### config.mk
export PLATFORM = sky130hd
export DESIGN_NAME = reg_file_32x32_flat
export DESIGN_NICKNAME = d
export VERILOG_FILES = /design/src/rtl/reg_file_32x32_if.sv /design/src/rtl/reg_file_32x32.sv /design/src/flat_wrapper.sv
export SDC_FILE = /design/constraint.sdc
export NUM_CORES = 2
export LEC_CHECK = 0
export CAP_MARGIN = 10
export CORE_MARGIN = 2
export CORE_UTILIZATION = 40
export CTS_CLUSTER_DIAMETER = 60
export DETAILED_ROUTE_END_ITERATION = 16
export PLACE_DENSITY_LB_ADDON = 0.15
export SLEW_MARGIN = 10
export SYNTH_ARGS = -nofsm -noshare
export SYNTH_HDL_FRONTEND = slang
export SYNTH_SLANG_ARGS = --single-unit
### constraint.sdc
create_clock -name clk -period 3.2 [get_ports clk]
set_input_delay 0.64 -clock clk [delete_from_list [all_inputs] [get_ports clk]]
set_output_delay 0.64 -clock clk [all_outputs]
set_load 0.02 [all_outputs]
### src/rtl/reg_file_32x32_if.sv
// rtl/reg_file_32x32_if.sv - read/write port bundle for the 32x32 register file
//
// Purpose : groups the two read ports and the write port of reg_file_32x32.
// Signals : raddr1/raddr2 (5)  read addresses (rs / rt)
//           rdata1/rdata2 (32) combinational read data
//           we (1), waddr (5), wdata (32) write-back port
// Modports: master drives addresses/write port and samples read data;
//           slave is the register file itself.
`timescale 1ns/1ps
interface reg_file_32x32_if;
    logic [4:0]  raddr1;
    logic [4:0]  raddr2;
    logic [31:0] rdata1;
    logic [31:0] rdata2;
    logic        we;
    logic [4:0]  waddr;
    logic [31:0] wdata;

    modport master (
        output raddr1, raddr2, we, waddr, wdata,
        input  rdata1, rdata2
    );

    modport slave (
        input  raddr1, raddr2, we, waddr, wdata,
        output rdata1, rdata2
    );
endinterface

### src/rtl/reg_file_32x32.sv
// rtl/reg_file_32x32.sv - MIPS 32x32 general-purpose register file, $0 hardwired to zero
//
// Purpose : two combinational read ports, one clocked write port.
//           BYPASS=1 forwards wdata to a read of the address being written
//           in the same cycle; BYPASS=0 returns the stored (old) value.
// Ports   : clk  rising-edge clock
//           rst  synchronous reset, active-high; clears r1..r31 and forces
//                both read ports to zero while asserted
//           rf   reg_file_32x32_if.slave (read/write ports)
`timescale 1ns/1ps
module reg_file_32x32 #(
    parameter bit BYPASS = 1'b1
) (
    input  logic             clk,
    input  logic             rst,
    reg_file_32x32_if.slave  rf
);

    // r0 has no storage; the array starts at index 1.
    logic [31:0] regs [1:31];

    always_ff @(posedge clk) begin
        if (rst) begin
            for (int i = 1; i < 32; i++) begin
                regs[i] <= 32'h0000_0000;
            end
        end else if (rf.we && (rf.waddr != 5'd0)) begin
            regs[rf.waddr] <= rf.wdata;
        end
    end

    // Per-port read priority: reset, then $0, then bypass, then the array.
    // The $0 check precedes the array lookup so index 0 is never used.
    function automatic logic [31:0] read_port(input logic [4:0] addr);
        logic [31:0] data;
        data = 32'h0000_0000;
        if (rst || (addr == 5'd0)) begin
            data = 32'h0000_0000;
        end else if (BYPASS && rf.we && (addr == rf.waddr)) begin
            data = rf.wdata;
        end else begin
            data = regs[addr];
        end
        return data;
    endfunction

    always_comb begin
        rf.rdata1 = read_port(rf.raddr1);
    end

    always_comb begin
        rf.rdata2 = read_port(rf.raddr2);
    end

endmodule

### src/flat_wrapper.sv
// flat-port wrapper written by rule: the top's interface ports become plain ports
module reg_file_32x32_flat 
#(
    parameter bit BYPASS = 1'b1
)
  (clk, rst, rf_raddr1, rf_raddr2, rf_we, rf_waddr, rf_wdata, rf_rdata1, rf_rdata2);
  reg_file_32x32_if rf_i ();
  input  logic clk;
  input  logic rst;
  input wire logic [$bits(rf_i.raddr1)-1:0] rf_raddr1;
  input wire logic [$bits(rf_i.raddr2)-1:0] rf_raddr2;
  input wire logic [$bits(rf_i.we)-1:0] rf_we;
  input wire logic [$bits(rf_i.waddr)-1:0] rf_waddr;
  input wire logic [$bits(rf_i.wdata)-1:0] rf_wdata;
  output wire logic [$bits(rf_i.rdata1)-1:0] rf_rdata1;
  output wire logic [$bits(rf_i.rdata2)-1:0] rf_rdata2;
  assign rf_i.raddr1 = rf_raddr1;
  assign rf_i.raddr2 = rf_raddr2;
  assign rf_i.we = rf_we;
  assign rf_i.waddr = rf_waddr;
  assign rf_i.wdata = rf_wdata;
  assign rf_rdata1 = rf_i.rdata1;
  assign rf_rdata2 = rf_i.rdata2;
  reg_file_32x32 #(.BYPASS(BYPASS)) u_core (.clk(clk), .rst(rst), .rf(rf_i));
endmodule
==> flow_summary_export.csv <==
group,metric,value,unit
status,status,"finished, violations left",
status,violations,"negative setup slack",
synth,synth_most_common_cell,"edfxtp_1",
power,leakage,26.4,nW
sta,period_minus_slack,3.50,ns
critical_path,path_class,"flop to primary output",
critical_path,timing.critical_path.depth,5,
drt,firstDrtPassIters,5,
cts,cts_max_level,3,
global_routing,overflow,0,
sta,fmax,286,MHz
cts,cts.sinks,1024,
synth,synth_warnings,0,
sta,max_slew.worst_pin.slew,0.803,ns
floorplanning,initial_utilization,0.402,
cells_and_area,drive_gt1_frac,0.371,
synth,yosys.cell_types.count,51,
cts,cts_made_buffers,120,
critical_path,worstPathCellList,"mux4_2 > a22o_1 > a2111o_1 > a32o_2 > buf_6",
critical_path,critPathSlowestCell,"mux4_2",
drt,drc,0,
global_routing,antenna_found_initial,36,
critical_path,slowest_delay,0.55,ns
critical_path,worst_path_dominant_cell_family,"compound AO/OA/AOI/OAI gates",
synth,ys.flop_type,"edfxtp_1",
floorplanning,die_h,375,µm
sta,slew_violations,0,
synth,synth_common_cells,"edfxtp_1, and2_1, mux4_2",
floorplanning,die_area,0.141,mm²
floorplanning,dieWidth,375,µm
sta,finalWorstSetupSlack,-0.301,ns
sta,finalHoldViolCount,0,
cts,cts_tree,"built",
floorplanning,core_area,0.137,mm²
critical_path,crit_fanout,2,
drt,wl,237,mm
critical_path,cp.required,2.56,ns
synth,yosysTopAreaCell,"edfxtp_1",
cells_and_area,stdcell_count,6335,
placed_design,gp_congestion,0.872,
drt,antenna_left,0,
cells_and_area,largest_reg_flops,1024,
synth,synth_top_area_share,0.559,
floorplanning,fp-row-count,136,
synth,synth_area_leaders,"edfxtp_1, mux4_2, and2_1, mux2i_1, clkbuf_1",
job,maxCapViolations,0,
critical_path,worst_setup_path_end_kind,"primary output",
synth,synth.avg_cell_area,14.4,µm²
critical_path,cp.buffers_inverters,1,
critical_path,crit_start,"u_core.regs[14][25]$_SDFFCE_PN0P_",
placed_design,dp.cells,5850,
power,vdd_drop_max,469,µV
cells_and_area,finalCoreUtilization,0.524,
cells_and_area,syn_to_final_growth,30.3,%
synth,async_flop_share,0,
synth,synth_area,0.0550,mm²
drt,wire_per_inst,37.4,µm
drt,vias,40362,
cells_and_area,largestRegisters,"u_core.regs (1024)",
global_routing,grt_pass1_wl,322,mm
drt,via_per_inst,6.37,
sta,fin_crit_sh,1.09,
sta,slew_headroom,0.464,
critical_path,start_kind,"flop",
cts,path_clk_slew,0.06,ns
sta,rsz0062_at_grt,"true",
global_routing,grt_pass1_vias,39609,
sta,setup_viol,62,
drt,drtIter0Drc,6245,
cts,cts-root-buf,"clkbuf_16",
placed_design,detailed_place_hpwl,147,mm
global_routing,grt_max_degree,51,
synth,synth-edff-count,1024,
cts,hold_buffers,0,
placed_design,port_buffers,113,
critical_path,cp.arrival,2.86,ns
synth,ys_ff_latch,1024,
cells_and_area,fill_cells,11338,
synth,synthCells,3821,
cells_and_area,regMostFlops,"u_core.regs",
power,powerDensity,502,mW/mm²
cts,clockBufferDepth,3,
global_routing,grt_util_all_layers,0.332,
floorplanning,io_pins,114,
cells_and_area,nets,4484,
synth,seq_area_frac_synth,0.559,
critical_path,crit_path_end,"rf_rdata2[25]",
hold_path,hold_path_class,"primary input to flop",
power breakdown:
| group | switching, W | leakage (nW) | internal, W |
|---|---|---|---|
| clock | 0.00585 | 1.96 | 0.00839 |
| combinational | 0.00315 | 14.7 | 0.00272 |
| sequential | 0.000397 | 9.75 | 0.0155 |
| total | 0.00939 | 26.4 | 0.0266 |
worst min path at each step:
stage	startpoint	end	slack (ns)	cells after the start
6_report	rst	u_core.regs[8][27]$_SDFFCE_PN0P_	0.69	4
3_5_place_dp	rf_wdata[11]	u_core.regs[3][11]$_SDFFCE_PN0P_	1.48	2
2_1_floorplan	rf_wdata[0]	u_core.regs[0][0]$_DFFE_PP_	0.74	0
5_1_grt	rst	u_core.regs[8][31]$_SDFFCE_PN0P_	0.67	4
4_1_cts	rf_wdata[11]	u_core.regs[3][11]$_SDFFCE_PN0P_	0.68	2
3_3_place_gp	rf_wdata[11]	u_core.regs[3][11]$_SDFFCE_PN0P_	1.47	2
cell families after synthesis:
kind of cell / count (synthesis) / share of synthesized area
other: 1 / 0.0000681
buffers and inverters: 421 / 0.0336
xor gates and xnor gates: 10 / 0.00159
AOI/OAI and AO/OA: 418 / 0.0600
DFF: 1024 / 0.559
and+or+nand+nor: 1299 / 0.140
muxes: 648 / 0.206
final cells by class:
| type | instances | area [µm²] | share of cell area |
|---|---|---|---|
| inverter | 3 | 12.5 | 0.000174 |
| antenna | 5 | 12.5 | 0.000174 |
| timing repair buffer | 878 | 10700 | 0.149 |
| sequential | 1024 | 30700 | 0.429 |
| multi-input combinational | 2407 | 24000 | 0.334 |
| clock buffer | 149 | 3180 | 0.0443 |
| clock inverter | 75 | 857 | 0.0120 |
| tap | 1794 | 2240 | 0.0313 |
cell usage in the layout (no fill, tap or decap), types with 33 or more instances in the layout:
master / n
edfxtp_1: 1024
and2_1: 992
buf_4: 458
mux4_2: 387
mux2i_1: 238
buf_12: 170
clkbuf_16: 130
buf_6: 124
nand2_1: 76
buf_16: 49
a221oi_1: 41
a22oi_1: 40
nor2_1: 36
nand3_1: 34
nor2_4: 33
a22oi_2: 33
per-stage QoR:
stage               power, W  cell area, µm²  hold WS [ns]  setup slack, ns  setup TNS [ns]
finish                0.0360           71700         0.693           -0.301          -10.44
global route          0.0368           71700         0.669           -0.360          -12.56
CTS                   0.0358           70500         0.684           -0.385          -11.76
detailed placement    0.0210           62400          1.48           -0.777          -37.88
global placement      0.0209           62300          1.47            -1.57          -59.08
floorplan             0.0185           55200         0.739           0.0137               0
routing by layer:
layer	track usage	part of all wire	vias up
li1	-	-	16025
met1	0.448	0.39	21045
met2	0.523	0.46	2725
met3	0.0813	0.11	561
met4	0.119	0.042	6
met5	0	0.00014	-
what timing repair did:
| action | in CTS | in global routing |
|---|---|---|
| resized for setup | 600 | 158 |
| pin swaps | 136 | 96 |
| setup endpoints to repair | 64 | 64 |
| buffers inserted | 169 | 85 |
| cloned | 31 | 7 |
(Power assumes the default switching activity.)
